--- src/rtl/jserial_alu.sv ---
// jserial_alu: bit-serial N-bit unsigned adder / magnitude comparator.
// One jadd cell and one jcmp cell are reused once per clock. The carry
// and the eq/al chain state live in flip-flops. A start/busy/done
// handshake sequences each operation.
module jserial_alu #(
  parameter int N  = 8,
  parameter int CW = $clog2(N) + 1
) (
  input  logic         wclk,
  input  logic         wreset,
  input  logic         wstart,
  input  logic         wop,
  input  logic [N-1:0] wa,
  input  logic [N-1:0] wb,
  input  logic         wci,
  output logic         wbusy,
  output logic         wdone,
  output logic [N-1:0] wc,
  output logic         wco,
  output logic         weq,
  output logic         wal
);

  localparam logic [1:0] IDLE = 2'd0;
  localparam logic [1:0] RUN  = 2'd1;
  localparam logic [1:0] DONE = 2'd2;

  logic [1:0]    state;
  logic [1:0]    next_state;

  // Operands and serial state captured on an accepted start
  logic [N-1:0]  a_r;
  logic [N-1:0]  b_r;
  logic          op_r;
  logic          carry_r;
  logic          eq_r;
  logic          al_r;
  logic [CW-1:0] k_r;

  // Per-cycle decode and cell outputs
  logic          accept;
  logic          last;
  logic [CW-1:0] idx;
  logic [N-1:0]  a_sh;
  logic [N-1:0]  b_sh;
  logic          a_bit;
  logic          b_bit;
  logic          add_sum;
  logic          add_cout;
  logic          cmp_c;
  logic          cmp_eqo;
  logic          cmp_alo;
  logic          cell_c;
  logic [N-1:0]  bit_mask;
  logic [N-1:0]  wc_next;

  // State register with synchronous reset
  always_ff @(posedge wclk) begin
    if (wreset) begin
      state <= IDLE;
    end else begin
      state <= next_state;
    end
  end

  // Next-state logic: DONE accepts a new start just like IDLE
  always_comb begin
    next_state = IDLE;
    case (state)
      IDLE: begin
        if (wstart) next_state = RUN;
        else        next_state = IDLE;
      end
      RUN: begin
        if (last) next_state = DONE;
        else      next_state = RUN;
      end
      DONE: begin
        if (wstart) next_state = RUN;
        else        next_state = IDLE;
      end
      default: next_state = IDLE;
    endcase
  end

  // Decode plus the shared jadd/jcmp cells on the currently selected bit
  always_comb begin
    accept   = 1'b0;
    last     = 1'b0;
    if ((state == IDLE) || (state == DONE)) begin
      accept = wstart;
    end else begin
      accept = 1'b0;
    end
    if ((state == RUN) && (k_r == CW'(N - 1))) begin
      last = 1'b1;
    end else begin
      last = 1'b0;
    end

    // Add walks LSB first, compare walks MSB first
    if (op_r) begin
      idx = CW'(N - 1) - k_r;
    end else begin
      idx = k_r;
    end
    a_sh  = a_r >> idx;
    b_sh  = b_r >> idx;
    a_bit = a_sh[0];
    b_bit = b_sh[0];

    // jadd cell: full adder
    add_sum  = a_bit ^ b_bit ^ carry_r;
    add_cout = (a_bit & b_bit) | (a_bit & carry_r) | (b_bit & carry_r);

    // jcmp cell: once a higher bit differs, eq drops and al is frozen
    cmp_c   = a_bit ^ b_bit;
    cmp_eqo = eq_r & ~cmp_c;
    cmp_alo = al_r | (eq_r & a_bit & ~b_bit);

    if (op_r) begin
      cell_c = cmp_c;
    end else begin
      cell_c = add_sum;
    end

    bit_mask = {{(N - 1){1'b0}}, 1'b1} << idx;
    wc_next  = (wc & ~bit_mask) | (bit_mask & {N{cell_c}});
  end

  // Datapath and registered outputs; reset abandons any operation in flight
  always_ff @(posedge wclk) begin
    if (wreset) begin
      a_r     <= '0;
      b_r     <= '0;
      op_r    <= 1'b0;
      carry_r <= 1'b0;
      eq_r    <= 1'b0;
      al_r    <= 1'b0;
      k_r     <= '0;
      wbusy   <= 1'b0;
      wdone   <= 1'b0;
      wc      <= '0;
      wco     <= 1'b0;
      weq     <= 1'b0;
      wal     <= 1'b0;
    end else begin
      wdone <= 1'b0;
      if (accept) begin
        a_r     <= wa;
        b_r     <= wb;
        op_r    <= wop;
        carry_r <= wci;
        eq_r    <= 1'b1;
        al_r    <= 1'b0;
        k_r     <= '0;
        wbusy   <= 1'b1;
        wc      <= '0;
        wco     <= 1'b0;
        weq     <= 1'b0;
        wal     <= 1'b0;
      end else if (state == RUN) begin
        wc <= wc_next;
        if (op_r) begin
          eq_r <= cmp_eqo;
          al_r <= cmp_alo;
        end else begin
          carry_r <= add_cout;
        end
        if (last) begin
          wbusy <= 1'b0;
          wdone <= 1'b1;
          if (op_r) begin
            wco <= 1'b0;
            weq <= cmp_eqo;
            wal <= cmp_alo;
          end else begin
            wco <= add_cout;
            weq <= 1'b0;
            wal <= 1'b0;
          end
        end else begin
          k_r <= k_r + CW'(1);
        end
      end
    end
  end

endmodule
--- config.mk ---
export PLATFORM = sky130hd
export DESIGN_NAME = jserial_alu
export DESIGN_NICKNAME = d
export VERILOG_FILES = /design/src/rtl/jserial_alu.sv
export SDC_FILE = /design/constraint.sdc
export NUM_CORES = 1
export LEC_CHECK = 0
export CORE_ASPECT_RATIO = 1.25
export CORE_MARGIN = 3
export CORE_UTILIZATION = 56
export DETAILED_ROUTE_END_ITERATION = 10
export HOLD_SLACK_MARGIN = 0.08
export PLACE_DENSITY_LB_ADDON = 0.2
export SKIP_CTS_REPAIR_TIMING = 1
export SLEW_MARGIN = 20
export SYNTH_ARGS = -nofsm -noshare
export SYNTH_HDL_FRONTEND = slang
export SYNTH_SLANG_ARGS = --single-unit
--- constraint.sdc ---
create_clock -name wclk -period 5.3 [get_ports wclk]
set_input_delay 1.06 -clock wclk [delete_from_list [all_inputs] [get_ports wclk]]
set_output_delay 1.06 -clock wclk [all_outputs]
set_load 0.05 [all_outputs]
==> results.json, run 1 <==
{
  "status": "finished clean",
  "rows": 23,
  "grtUsageTotal_pct": 19.3,
  "yosysWarnings": 0,
  "hpwl_mm": 2.72,
  "synthToLayoutAreaGrowth_pct": 17.8,
  "cp-end-kind": "flip-flop",
  "clockBufferDepth": 2,
  "report.final.hold_viol_count": 0,
  "cp_cell_sequence": "mux4_1 > nand3b_1 > and4_4 > nor2_1 > fa_1 > inv_1 > o21ai_2 > nor2_1 > nor3_1",
  "route.detailed.drc": 0,
  "yosysSeqAreaShare_pct": 39.0,
  "pre_cts_ws_ps": 2290,
  "portBuffers": 33,
  "max_freq_mhz": 329,
  "crit_path_top_delay_cell": "dfxtp_1",
  "yosys_register_bits": 39,
  "antenna_found_initial": 0,
  "drt_wl_total_mm": 3.82,
  "drtIter0Drc": 86,
  "synth-main-ff-cell": "dfxtp_1",
  "grt_max_degree": 28,
  "start_kind": "flip-flop",
  "antenna_left": 0,
  "wl_per_cell_um": 12.9,
  "vdd_drop_max_mv": 0.192,
  "cap_violations": 0,
  "grt_overflow": 0,
  "synth_area_leaders": "dfxtp_1, nand2_1, a21oi_1",
  "cp-startpoint": "k_r[0]$_SDFFE_PP0P_",
  "diodes": 0,
  "synth_area_um2": 2000,
  "hold_ws_ps": 451,
  "htree_levels": 2,
  "gp_congestion": 0.798,
  "fin_crit_ps": 3040,
  "die-area_um2": 4340,
  "clk_pin_slew_ps": 70,
  "viasPerCell": 5.51,
  "clockRootBuffer": "clkbuf_8",
  "slew_headroom_pct": 37.3,
  "setup_viol_count_final": 0,
  "avgSynthCellArea_um2": 8.42,
  "cts_tree": "yes",
  "dr.pass1.iters": 4,
  "worstPathMaxFanout": 22,
  "grt_pass1_vias": 1412,
  "syn_inst": 238,
  "die_w_um": 59.5,
  "r2r-start": "k_r[0]$_SDFFE_PP0P_",
  "synth_nets": 262,
  "grt_setup_unrepaired": "false",
  "yosysUniqueCellTypes": 47,
  "final.setup.worst_slack_ps": 2260,
  "critPathRequiredTime_ps": 5510,
  "synth-edff-count": 0,
  "worstMarginPinSlew_ps": 938,
  "grt_first_pass_wirelength_mm": 6.44,
  "period_share_pct": 57.4,
  "cts_buffers": 5,
  "yosys.area.top_type": "dfxtp_1",
  "final_nets": 283,
  "drive_gt1_share_pct": 8.11,
  "critPathArrivalTime_ps": 3250,
  "critPathKind": "reg -> reg",
  "clock_skew_ps": 6.79,
  "tns_ps": 0,
  "slowest_delay_ps": 850,
  "initial_core_util_pct": 60.5,
  "cts_num_sinks": 39,
  "fin_area_um2": 2360,
  "vias": 1631,
  "drv_slew": 0,
  "fillers": 269,
  "synth.most_common_cell": "nand2_1",
  "dp.cells": 289,
  "async_flop_share_pct": 0,
  "p_leak_nw": 0.887,
  "hp-class": "reg -> reg",
  "insertion_delay_ps": 290,
  "fp.coreArea_um2": 3310,
  "synth_common_cells": "nand2_1, dfxtp_1, a21oi_1, nor2_1, mux2i_1",
  "yosysTopAreaCellShare_pct": 39.0,
  "dieHeight_um": 72.9,
  "power_density_nw_per_um2": 265,
  "io_pins": 34,
  "hp-start": "al_r$_SDFFE_PP0P_",
  "place_area_um2": 2270,
  "fin_cells": 296,
  "cpMostUsedCell": "nor2_1"
}
[through the flow]
step / total power, mW / util, %
detailed placement: 0.433 / 68.7
global placement: 0.431 / 68.6
finish: 0.625 / 71.3
CTS: 0.632 / 71.3
global route: 0.661 / 71.3
floorplan: 0.404 / -
[report_power, final]
part           switching, mW  internal [mW]  leakage, nW
Sequential            0.0174          0.305        0.318
Combinational         0.0537         0.0494        0.521
Clock                 0.0974          0.102       0.0470
[final timing paths]
| check | endpoint | cells after the start | slack, ps |
|---|---|---|---|
| max reg2reg | flip-flop | 9 | 2260 |
| min | al_r$_SDFFE_PP0P_ | 2 | 450 |
| min reg2reg | al_r$_SDFFE_PP0P_ | 2 | 450 |
| max | flip-flop | 9 | 2260 |
[area by class of cell]
| cell class | instances | area, um2 | area share [%] |
|---|---|---|---|
| Multi-Input combinational cell | 177 | 1100 | 46.8 |
| Clock inverter | 1 | 5.00 | 0.212 |
| Inverter | 3 | 11.3 | 0.477 |
| Timing Repair Buffer | 33 | 330 | 14.0 |
| Clock buffer | 6 | 82.6 | 3.50 |
| Tap cell | 37 | 46.3 | 1.96 |
| Sequential cell | 39 | 781 | 33.1 |
[cell usage in the layout (no fill, tap or decap), types with 3 or more instances in the layout]
master,count
nor2b_1,3
nor2_1,21
clkdlybuf4s50_1,33
nand2b_1,7
mux2i_1,13
dfxtp_1,39
clkbuf_8,6
a21oi_1,26
inv_1,3
nand2_1,49
nor3_1,6
o21ai_0,6
nor3b_1,3
[critical path, delay by kind of cell (launching register included)]
family	cells	cell delay, ps
buffers and inverters	1	40
muxes	1	640
and+or+nand+nor	5	650
AOI/OAI and AO/OA	1	270
DFF	1	850
adders and majority gates	1	510
[cell families (layout without fill, tap and decap cells)]
group                      count (synthesis)  in the layout  share of synthesized area [%]
buffers and inverters                     22             43                           6.06
DFF                                       39             39                           39.0
AOI/OAI and AO/OA                         47             47                           13.9
xor gates and xnor gates                   3              3                           1.31
adders and majority gates                  3              3                           2.25
and+or+nand+nor                          105            105                           25.5
muxes                                     19             19                           11.9
[routing by layer]
| layer | up-vias | global-route usage (%) | share of wire (%) |
|---|---|---|---|
| met5 | - | 0 | 0 |
| met4 | 0 | 8.37 | 2.3 |
| met3 | 8 | 4.42 | 3.9 |
| met2 | 30 | 31.3 | 49 |
| met1 | 744 | 24.1 | 45 |
| li1 | 849 | - | - |
Note: power is estimated with default switching activity, not from simulation.
==> inputs of run 2 (changes only) <==
--- a/config.mk
+++ b/config.mk
@@ -7,7 +7,7 @@
 export LEC_CHECK = 0
 export CORE_ASPECT_RATIO = 1.25
 export CORE_MARGIN = 3
-export CORE_UTILIZATION = 56
+export CORE_UTILIZATION = 47
 export DETAILED_ROUTE_END_ITERATION = 10
 export HOLD_SLACK_MARGIN = 0.08
 export PLACE_DENSITY_LB_ADDON = 0.2
==> constraint.sdc (replaced) <==
create_clock -name wclk -period 2.54 [get_ports wclk]
set_input_delay 0.508 -clock wclk [delete_from_list [all_inputs] [get_ports wclk]]
set_output_delay 0.508 -clock wclk [all_outputs]
set_load 0.05 [all_outputs]
==> run 2 against run 1 <==
  * Clock power grew to 2.7 times the previous value
  * First-iteration DRC count is 10% lower
  * Critical path depth stayed put
  * Global-route usage is 2.0 points lower
  * Die area grew 17%
  * Worst hold slack better by 7.6 ps
  * Cell area up 7.4%
  * Final cell count rose by 10%
  * Clock skew down 3.4 ps
  * Sequential share of layout area is 1.9 points lower
  * Combinational power increased to 2.6 times the previous value
==> results.json, run 2 (synthesis results as in run 1) <==
{
  "diodes": 0,
  "final_common_cell": "nand2_1",
  "cpMostUsedCell": "nor2_1",
  "critPathRequiredTime_ps": 2750,
  "clk_pin_slew_ps": 80,
  "final_nets": 296,
  "grt_max_degree": 21,
  "max_freq_mhz": 417,
  "hold_ws_ps": 459,
  "fin_area_um2": 2530,
  "cp_cell_sequence": "mux4_1 > nand3b_1 > and4_4 > nor2_1 > fa_1 > inv_1 > o21ai_4 > nor2_1 > nor3_1",
  "initial_core_util_pct": 50.8,
  "fillers": 371,
  "clockBufferDepth": 2,
  "viasPerCell": 5.18,
  "cp-end-kind": "flip-flop",
  "cts_tree": "yes",
  "setup_viol_count_final": 0,
  "rows": 25,
  "wl_per_cell_um": 12.3,
  "critPathKind": "reg -> reg",
  "vias": 1695,
  "period_share_pct": 94.3,
  "antenna_found_initial": 0,
  "dp.cells": 317,
  "tns_ps": 0,
  "p_leak_nw": 0.966,
  "post-route-util_pct": 64.3,
  "fp.coreArea_um2": 3940,
  "crit_path_top_delay_cell": "mux4_1",
  "r2r_slack_ps": 140,
  "clockRootBuffer": "clkbuf_8",
  "drive_gt1_share_pct": 15.0,
  "slowest_delay_ps": 550,
  "place_area_um2": 2370,
  "grt_first_pass_wirelength_mm": 7.06,
  "die_w_um": 64.4,
  "cts_num_sinks": 39,
  "insertion_delay_ps": 290,
  "power_density_nw_per_um2": 571,
  "pre_cts_ws_ps": 42.1,
  "antenna_left": 0,
  "htree_levels": 2,
  "worstPathMaxFanout": 8,
  "drtIter0Drc": 77,
  "critPathArrivalTime_ps": 2610,
  "hp-class": "reg -> reg",
  "status": "finished clean",
  "gp_congestion": 0.785,
  "fin_crit_ps": 2400,
  "start_kind": "flip-flop",
  "final_cell_mix": "nand2_1, dfxtp_1, clkdlybuf4s50_1",
  "report.final.hold_viol_count": 0,
  "dr.pass1.iters": 4,
  "synthToLayoutAreaGrowth_pct": 26.5,
  "slew_headroom_pct": 63.6,
  "fin_cells": 327,
  "grt_pass1_vias": 1618,
  "cap_violations": 0,
  "vdd_drop_max_mv": 0.460,
  "die-area_um2": 5090,
  "cts_buffers": 5,
  "route.detailed.drc": 0,
  "portBuffers": 33,
  "final.setup.worst_slack_ps": 145,
  "worstMarginPinSlew_ps": 541,
  "io_pins": 34,
  "clock_skew_ps": 3.36,
  "dieHeight_um": 79.0,
  "hpwl_mm": 2.94,
  "grtUsageTotal_pct": 17.3,
  "grt_overflow": 0,
  "power_mw": 1.45,
  "drt_wl_total_mm": 4.02,
  "drv_slew": 0
}
run 2: cell type report:
class                           count  area (um2)  share of cell area, %
Clock buffer                        6        82.6                   3.26
Timing Repair Buffer               46         432                   17.0
Multi-Input combinational cell    177        1120                   44.1
Clock inverter                      2        35.0                   1.38
Sequential cell                    39         790                   31.1
Tap cell                           54        67.6                   2.67
Inverter                            3        11.3                  0.444
run 2: where the power goes:
group          total (mW)  leakage [nW]  switching, mW  internal, mW
Combinational       0.264         0.585          0.138         0.126
Sequential          0.657         0.320         0.0204         0.637
Clock               0.528        0.0612          0.210         0.318
Total                1.45         0.966          0.368          1.08
run 2: worst max-delay path, delay by kind of cell (launching register included):
family	cells	cell delay [ps]
DFF	1	370
muxes	1	550
AOI/OAI and AO/OA	1	230
buffers and inverters	1	60
and+or+nand+nor	5	610
adders and majority gates	1	510
run 2: path summary, 6_finish.rpt:
path	startpoint	endpoint	cells after the start
worst max-delay path	k_r[0]$_SDFFE_PP0P_	flip-flop	9
worst min register to register	al_r$_SDFFE_PP0P_	al_r$_SDFFE_PP0P_	2
worst min-delay path	al_r$_SDFFE_PP0P_	al_r$_SDFFE_PP0P_	2
worst max register to register	k_r[0]$_SDFFE_PP0P_	flip-flop	9
run 2: layer usage:
| metal | global-route usage [%] | share of wire, % | wire length [um] | vias up |
|---|---|---|---|---|
| met1 | 20.5 | 44 | 1750 | 778 |
| met2 | 30.1 | 51 | 2040 | 38 |
| li1 | - | - | - | 875 |
| met3 | 3.82 | 4.7 | 187 | 4 |
| met4 | 6.98 | 1.0 | 41 | 0 |
| met5 | 0 | 0 | 0 | - |
